**config.mk**
```make
export PLATFORM = sky130hd
export DESIGN_NAME = mul_share_arbiter_flat
export DESIGN_NICKNAME = d
export VERILOG_FILES = /design/src/rtl/mul_share_arbiter_if.sv /design/src/rtl/mul_share_arbiter.sv /design/src/flat_wrapper.sv
export SDC_FILE = /design/constraint.sdc
export NUM_CORES = 1
export LEC_CHECK = 0
export BUFFER_PORTS_ARGS = -buffer_cell sky130_fd_sc_hd__buf_2
export CORE_AREA = 4 4 249 251
export CTS_CLUSTER_DIAMETER = 150
export DETAILED_ROUTE_END_ITERATION = 7
export DIE_AREA = 0 0 253 255
export RECOVER_POWER = 100
export SLEW_MARGIN = 20
export SYNTH_ARGS = -nofsm -noshare
export SYNTH_HDL_FRONTEND = slang
export SYNTH_SLANG_ARGS = --single-unit
```
**constraint.sdc**
```tcl
create_clock -name clk -period 2.3 [get_ports clk]
set_input_delay 0.23 -clock clk [delete_from_list [all_inputs] [get_ports clk]]
set_output_delay 0.23 -clock clk [all_outputs]
set_load 0.02 [all_outputs]
```
**src/rtl/mul_share_arbiter_if.sv**
```systemverilog
// Bus between the multiplier-sharing arbiter, the factorial cores and the
// shared 64x64->128 multiplier.
//   master : arbiter view (drives grant/response and multiplier controls)
//   slave  : environment view (cores + multiplier drive requests/completion)
// Signals:
//   req/req_a/req_b      per-core request and operands (core i at [i*W +: W])
//   grant                one-hot owner of the multiplier
//   rsp_done/rsp_err     one-cycle result / timeout pulses to the owner
//   rsp_result           last product
//   m_start/m_clear      multiplier handshake controls
//   m_a/m_b              latched operands to the multiplier
//   m_done/m_result      multiplier completion and product
interface mul_share_arbiter_if #(
  parameter int N_REQ = 2,
  parameter int W     = 64
);
  logic [N_REQ-1:0]   req;
  logic [N_REQ*W-1:0] req_a;
  logic [N_REQ*W-1:0] req_b;
  logic [N_REQ-1:0]   grant;
  logic [N_REQ-1:0]   rsp_done;
  logic [N_REQ-1:0]   rsp_err;
  logic [2*W-1:0]     rsp_result;
  logic               m_start;
  logic               m_clear;
  logic [W-1:0]       m_a;
  logic [W-1:0]       m_b;
  logic               m_done;
  logic [2*W-1:0]     m_result;

  modport master (
    input  req, req_a, req_b, m_done, m_result,
    output grant, rsp_done, rsp_err, rsp_result, m_start, m_clear, m_a, m_b
  );

  modport slave (
    output req, req_a, req_b, m_done, m_result,
    input  grant, rsp_done, rsp_err, rsp_result, m_start, m_clear, m_a, m_b
  );
endinterface

```
**src/rtl/mul_share_arbiter.sv**
```systemverilog
// Round-robin arbiter and sequencer sharing one 64x64->128 multiplier among
// N_REQ factorial cores. Latches the winner's operands, drives the multiplier
// start/clear handshake, returns the product with a one-cycle done pulse and
// aborts with an error pulse when the multiplier does not finish in time.
// Ports:
//   clk      system clock, rising edge
//   reset_n  asynchronous active-low reset
//   bus      mul_share_arbiter_if.master (core requests/responses, multiplier)
//
// state   | meaning
// S_IDLE  | multiplier cleared, waiting for any request
// S_BUSY  | owner's operation running, m_start held, watchdog counting
// S_RESP  | rsp_done pulse to owner, grant still held
// S_ABORT | rsp_err pulse to owner after watchdog expiry, grant still held
module mul_share_arbiter #(
  parameter int N_REQ   = 2,
  parameter int W       = 64,
  parameter int TIMEOUT = 255
) (
  input  logic                 clk,
  input  logic                 reset_n,
  mul_share_arbiter_if.master  bus
);

  localparam int PW  = (N_REQ > 1) ? $clog2(N_REQ) : 1;
  localparam int WDW = $clog2(TIMEOUT + 1);

  typedef enum logic [1:0] {
    S_IDLE,
    S_BUSY,
    S_RESP,
    S_ABORT
  } state_t;

  state_t           state_q, state_nxt;
  logic [PW-1:0]    ptr_q, ptr_nxt;
  logic [PW-1:0]    owner_q, owner_nxt;
  logic [N_REQ-1:0] grant_q, grant_nxt;
  logic [N_REQ-1:0] rsp_done_q, rsp_done_nxt;
  logic [N_REQ-1:0] rsp_err_q, rsp_err_nxt;
  logic [2*W-1:0]   rsp_result_q, rsp_result_nxt;
  logic             m_start_q, m_start_nxt;
  logic             m_clear_q, m_clear_nxt;
  logic [W-1:0]     m_a_q, m_a_nxt;
  logic [W-1:0]     m_b_q, m_b_nxt;
  // Watchdog as a down-counter: loaded with TIMEOUT-1 on grant so BUSY lasts
  // at most TIMEOUT cycles; expiry is the terminal count of zero.
  logic [WDW-1:0]   wdog_q, wdog_nxt;

  logic             pick_found;
  logic [PW-1:0]    pick_idx;
  logic [PW-1:0]    ptr_after_owner;

  // First requester at or after ptr, wrapping modulo N_REQ.
  always_comb begin
    int idx;
    idx        = 0;
    pick_found = 1'b0;
    pick_idx   = '0;
    for (int k = 0; k < N_REQ; k++) begin
      idx = int'(ptr_q) + k;
      if (idx >= N_REQ) idx = idx - N_REQ;
      if (!pick_found && bus.req[idx]) begin
        pick_found = 1'b1;
        pick_idx   = PW'(idx);
      end
    end
  end

  // The finishing owner drops to lowest priority.
  assign ptr_after_owner = (owner_q == PW'(N_REQ - 1)) ? '0 : owner_q + 1'b1;

  always_comb begin
    state_nxt      = state_q;
    ptr_nxt        = ptr_q;
    owner_nxt      = owner_q;
    grant_nxt      = grant_q;
    rsp_done_nxt   = '0;
    rsp_err_nxt    = '0;
    rsp_result_nxt = rsp_result_q;
    m_start_nxt    = m_start_q;
    m_clear_nxt    = m_clear_q;
    m_a_nxt        = m_a_q;
    m_b_nxt        = m_b_q;
    wdog_nxt       = wdog_q;

    unique case (state_q)
      S_IDLE: begin
        m_start_nxt = 1'b0;
        m_clear_nxt = 1'b1;
        if (pick_found) begin
          owner_nxt   = pick_idx;
          grant_nxt   = N_REQ'(1) << pick_idx;
          m_a_nxt     = bus.req_a[pick_idx*W +: W];
          m_b_nxt     = bus.req_b[pick_idx*W +: W];
          m_start_nxt = 1'b1;
          m_clear_nxt = 1'b0;
          wdog_nxt    = WDW'(TIMEOUT - 1);
          state_nxt   = S_BUSY;
        end
      end

      S_BUSY: begin
        // Completion is tested first so it wins over a simultaneous expiry.
        if (bus.m_done) begin
          rsp_result_nxt         = bus.m_result;
          rsp_done_nxt[owner_q]  = 1'b1;
          m_start_nxt            = 1'b0;
          m_clear_nxt            = 1'b1;
          ptr_nxt                = ptr_after_owner;
          state_nxt              = S_RESP;
        end else if (wdog_q == '0) begin
          rsp_err_nxt[owner_q]   = 1'b1;
          m_start_nxt            = 1'b0;
          m_clear_nxt            = 1'b1;
          ptr_nxt                = ptr_after_owner;
          state_nxt              = S_ABORT;
        end else begin
          wdog_nxt = wdog_q - 1'b1;
        end
      end

      S_RESP, S_ABORT: begin
        grant_nxt = '0;
        state_nxt = S_IDLE;
      end

      default: begin
        state_nxt = S_IDLE;
      end
    endcase
  end

  always_ff @(posedge clk or negedge reset_n) begin
    if (!reset_n) begin
      state_q      <= S_IDLE;
      ptr_q        <= '0;
      owner_q      <= '0;
      grant_q      <= '0;
      rsp_done_q   <= '0;
      rsp_err_q    <= '0;
      rsp_result_q <= '0;
      m_start_q    <= 1'b0;
      m_clear_q    <= 1'b1;
      m_a_q        <= '0;
      m_b_q        <= '0;
      wdog_q       <= '0;
    end else begin
      state_q      <= state_nxt;
      ptr_q        <= ptr_nxt;
      owner_q      <= owner_nxt;
      grant_q      <= grant_nxt;
      rsp_done_q   <= rsp_done_nxt;
      rsp_err_q    <= rsp_err_nxt;
      rsp_result_q <= rsp_result_nxt;
      m_start_q    <= m_start_nxt;
      m_clear_q    <= m_clear_nxt;
      m_a_q        <= m_a_nxt;
      m_b_q        <= m_b_nxt;
      wdog_q       <= wdog_nxt;
    end
  end

  assign bus.grant      = grant_q;
  assign bus.rsp_done   = rsp_done_q;
  assign bus.rsp_err    = rsp_err_q;
  assign bus.rsp_result = rsp_result_q;
  assign bus.m_start    = m_start_q;
  assign bus.m_clear    = m_clear_q;
  assign bus.m_a        = m_a_q;
  assign bus.m_b        = m_b_q;

endmodule

```
**src/flat_wrapper.sv**
```systemverilog
// flat-port wrapper written by rule: the top's interface ports become plain ports
module mul_share_arbiter_flat 
#(
  parameter int N_REQ   = 2,
  parameter int W       = 64,
  parameter int TIMEOUT = 255
)
  (clk, reset_n, bus_req, bus_req_a, bus_req_b, bus_m_done, bus_m_result, bus_grant, bus_rsp_done, bus_rsp_err, bus_rsp_result, bus_m_start, bus_m_clear, bus_m_a, bus_m_b);
  mul_share_arbiter_if #(.N_REQ(N_REQ), .W(W)) bus_i ();
  input  logic clk;
  input  logic reset_n;
  input wire logic [$bits(bus_i.req)-1:0] bus_req;
  input wire logic [$bits(bus_i.req_a)-1:0] bus_req_a;
  input wire logic [$bits(bus_i.req_b)-1:0] bus_req_b;
  input wire logic [$bits(bus_i.m_done)-1:0] bus_m_done;
  input wire logic [$bits(bus_i.m_result)-1:0] bus_m_result;
  output wire logic [$bits(bus_i.grant)-1:0] bus_grant;
  output wire logic [$bits(bus_i.rsp_done)-1:0] bus_rsp_done;
  output wire logic [$bits(bus_i.rsp_err)-1:0] bus_rsp_err;
  output wire logic [$bits(bus_i.rsp_result)-1:0] bus_rsp_result;
  output wire logic [$bits(bus_i.m_start)-1:0] bus_m_start;
  output wire logic [$bits(bus_i.m_clear)-1:0] bus_m_clear;
  output wire logic [$bits(bus_i.m_a)-1:0] bus_m_a;
  output wire logic [$bits(bus_i.m_b)-1:0] bus_m_b;
  assign bus_i.req = bus_req;
  assign bus_i.req_a = bus_req_a;
  assign bus_i.req_b = bus_req_b;
  assign bus_i.m_done = bus_m_done;
  assign bus_i.m_result = bus_m_result;
  assign bus_grant = bus_i.grant;
  assign bus_rsp_done = bus_i.rsp_done;
  assign bus_rsp_err = bus_i.rsp_err;
  assign bus_rsp_result = bus_i.rsp_result;
  assign bus_m_start = bus_i.m_start;
  assign bus_m_clear = bus_i.m_clear;
  assign bus_m_a = bus_i.m_a;
  assign bus_m_b = bus_i.m_b;
  mul_share_arbiter #(.N_REQ(N_REQ), .W(W), .TIMEOUT(TIMEOUT)) u_core (.clk(clk), .reset_n(reset_n), .bus(bus_i));
endmodule
```
==> impl_results.md <==
* H-Tree Depth at 2
* Max Freq at 0.455 GHz
* Worst relative slew slack at -16.8%
* Post-synthesis sequential area ratio at between 60% and 70%
* Pins Over Slew Limit at between 50 and 60
* Count of final setup violators at 0
* GPL Wtd Cong at ~0.85
* Initial antenna violation count at 1
* # DRC at 0
* Total Routing Usage GR at a little over an eighth
* CP delay by family, top: buffers and inverters
* WS Path Type: reg2reg
* Crit path max fanout at 14
* Clock power share at 21.6%
* Hold depth at 4
* Buffers and inverters on the worst path at 3
* DR pass1 iterations at 5
* Worst Path Arrival at approximately 2700 ps
* R2r setup slk at roughly 100 ps
* DRT antenna net count at 0
* Avg Inst Size Synth at roughly 12 um2
* Post-DP Area at about 16,000 um2
* Iter 0 DRT Violations at roughly 840
* Synth cell types at 37
* Fillers at just under 6,000
* Initial Util at roughly a fifth
* Hold Fails Final Rpt at 0
* Final Util at between 30 and 40%
* Reported max-cap violation count at 1
* Req. time, crit path at approximately 2800 ps
* Global-route wire length before repair at 69,200 um
* P_leak at between 0.009 and 0.01 uW
* Total CTS buffers at 35
* Synth Warn # at 0
* Post-Syn Instances at 922
* Cell-internal power at about 15,000 uW
* Worst Min Path Start: bus_req[1]
* CP max stage delay at between 500 and 600 ps
* Synth Register Bits at ~280
* I/O Pins at roughly 650
* Largest cells by area after synthesis: dfrtp_1, mux2_2, nand2_1, a22oi_2, a22oi_1
* Violated checks: max-capacitance violations, max-slew violations
* CTS clk-pin slew, worst paths at approximately 60 ps
* Post-synth top cells: dfrtp_1, nand2_1, mux2_2, a22oi_1, a22oi_2
* Vias at 11,800
* WL/cell at 17.0 um
* Clock latency on the worst-skew pair at about 530 ps
* Least-Margin Pin Slew at ~1800 ps
* Post-Route WL at about 47,000 um
* Crit start category: flop
* Die area at 64,500 um2
* Fin Setup TNS at 0 ps
* Post-synth EDFFs at 0
* Synth Flop Type: dfrtp_1
* Post-synth top area cell: dfrtp_1
* Share of Yosys cell area claimed by the top area cell type at approximately 60%
* Switching power at 10,800 uW
* Fin nets at 2,371
* Largest net degree at the start of global routing at between 80 and 90
* Final HPWL DP at 30,700 um
* Ant. Diodes at 0
* R2R cell count at 7
* Seq pwr share at 33.9%
* Core area at 59,900 um2
* Reg2reg end: u_core.bus.m_a[45]$_DFFE_PN0P_
* RSZ-0062 raised after global routing: false
* CP Cell Sequence: or2_4 > a211oi_4 > buf_12 > buf_4 > a22oi_1 > nand2_1 > dlygate4sd3_1
* Root buffer cell: clkbuf_16
* Post-Syn Nets at approximately 1,300
* DR vias/cell at about 4.2
* Clock Skew at 6.75 ps
* Pwr dens at roughly 1300 nW/um2
* CP Depth at 7
* Sw frac at around two fifths
* Layout area overhead at 77.6%
* Tot Pwr at about 26,000 uW
* Rows at 90
* Share of cells above drive strength 1 at a little under a third
* GRT Residual Overflow at 0
* Worst hold path class: in2reg
* Most frequent cell after synthesis: dfrtp_1
* Port Buf Inserts at around 650
* Gate power share at between 40% and 50%
* Crit share post-route at a little over nine tenths
* Vias in the first global route at 12,700
* Post-Syn Area at roughly 11,000 um2
* Clk sink count at between 200 and 300
* Post-synth ARST share at 100%
* Critical path endpoint category: flop
* CTS tree: built
* Worst vdd ir at ~0.00079 V
* Cell at the slowest stage of the critical path: dlygate4sd3_1
* Worst r2r src: u_core.state_q[1]$_DFFE_PN0P_
* Tmin final at roughly 2200 ps
* Die width at 253 um
* WHS Endpoint: u_core.bus.grant[0]$_DFFE_PN0P_
* Die height at approximately 260 um
* Run status: finished with violations
* Fin area at 20,200 um2
* CTS Buffer Depth at 3
-- sequential cells by signal (all words and copies together) (netlist names) --
name / count
u_core.bus.grant: 2
u_core.bus.m_a: 64
u_core.bus.m_b: 64
u_core.bus.m_clear: 1
u_core.bus.m_start: 1
u_core.bus.rsp_done: 2
u_core.bus.rsp_err: 2
u_core.bus.rsp_result: 128
u_core.owner_q: 1
u_core.ptr_q: 1
u_core.state_q: 2
u_core.wdog_q: 8
-- stage by stage --
| stage | setup slack, ps | hold WS [ps] | instances |
|---|---|---|---|
| after floorplan | 563 | -65.6 | 922 |
| after global routing | 21.1 | 119 | 2788 |
| after CTS | 9.03 | 44.4 | 2777 |
| after global placement | 418 | 226 | 2328 |
| after detailed placement | 315 | 230 | 2328 |
| final | 102 | 114 | 2788 |
-- worst max-delay path by stage --
stage	start	endpoint	slack [ps]
after floorplan	u_core.wdog_q[0]$_DFFE_PN0P_	u_core.wdog_q[4]$_DFFE_PN0P_	560
after global placement	u_core.wdog_q[0]$_DFFE_PN0P_	u_core.wdog_q[5]$_DFFE_PN0P_	420
after detailed placement	u_core.wdog_q[0]$_DFFE_PN0P_	u_core.wdog_q[5]$_DFFE_PN0P_	310
after CTS	u_core.state_q[1]$_DFFE_PN0P_	u_core.bus.m_a[20]$_DFFE_PN0P_	9
after global routing	u_core.state_q[0]$_DFFE_PN0P_	u_core.bus.m_b[26]$_DFFE_PN0P_	20
final	u_core.state_q[1]$_DFFE_PN0P_	u_core.bus.m_a[45]$_DFFE_PN0P_	100
-- worst reg2reg max path, cell delays in order (launching register included) --
cell	delay (ps)
dfrtp_2	450
or2_4	280
a211oi_4	300
buf_12	190
buf_4	180
a22oi_1	80
nand2_1	80
dlygate4sd3_1	570
-- placed cells by master (no fill, tap or decap), types with 3 or more instances in the layout --
cell type / Yosys / layout
a21oi_1: 4 / 4
a22oi_1: 68 / 110
a22oi_2: 60 / 18
a31oi_1: 3 / 3
buf_12: 0 / 9
buf_2: 32 / 387
buf_4: 0 / 15
buf_6: 9 / 4
bufinv_16: 0 / 3
clkbuf_1: 15 / 276
clkbuf_16: 0 / 36
clkbuf_2: 0 / 8
clkbuf_8: 0 / 7
clkinv_2: 0 / 7
dfrtp_1: 275 / 274
dlygate4sd3_1: 0 / 386
inv_1: 7 / 7
mux2_2: 130 / 128
nand2_1: 262 / 261
nand2b_1: 4 / 4
nand3_1: 2 / 3
nor2_1: 9 / 9
nor4_1: 5 / 5
o21ai_0: 4 / 4
o31ai_1: 3 / 3
or3b_1: 4 / 4
-- timing repair --
action	4_1_cts	5_1_grt
hold buffers	386	0
endpoints found under the setup margin	0	18
resized for setup	0	4
setup buffers	0	9
endpoints found under the hold margin	306	0
-- metal layers --
metal / GRT usage, % / vias up / wire (um)
li1: - / 5318 / -
met1: 14.5 / 5648 / 17400
met2: 23.9 / 677 / 23600
met3: 4.55 / 134 / 4490
met4: 5.66 / 2 / 1870
met5: 0 / - / 16
-- power by group through the flow --
stage	registers, uW	logic [uW]	clock network [uW]
final	8760	11500	5600
after global routing	9000	12400	6010
after CTS	8670	12400	5800
after detailed placement	8700	11500	0
after global placement	8610	11300	0
after floorplan	11400	4360	0
-- cell type report --
| cell class | instances | area (um2) | share of cell area (%) |
|---|---|---|---|
| Clock buffer | 50 | 1020 | 5.07 |
| Clock inverter | 13 | 159 | 0.786 |
| Inverter | 8 | 30.0 | 0.149 |
| Multi-Input combinational cell | 580 | 3910 | 19.3 |
| Sequential cell | 276 | 6910 | 34.2 |
| Tap cell | 782 | 978 | 4.84 |
| Timing Repair Buffer | 1079 | 7200 | 35.6 |
-- cell families (layout without fill, tap and decap cells) --
| logic type | after synthesis | after routing | share of synthesized area (%) |
|---|---|---|---|
| simple gates | 300 | 301 | 10.7 |
| buf+inv | 67 | 1150 | 3.16 |
| compound gates | 147 | 147 | 12.3 |
| fa+ha+maj | 2 | 2 | 0.220 |
| mux | 130 | 130 | 12.9 |
| flops | 276 | 276 | 60.7 |
(Power assumes the default switching activity.)
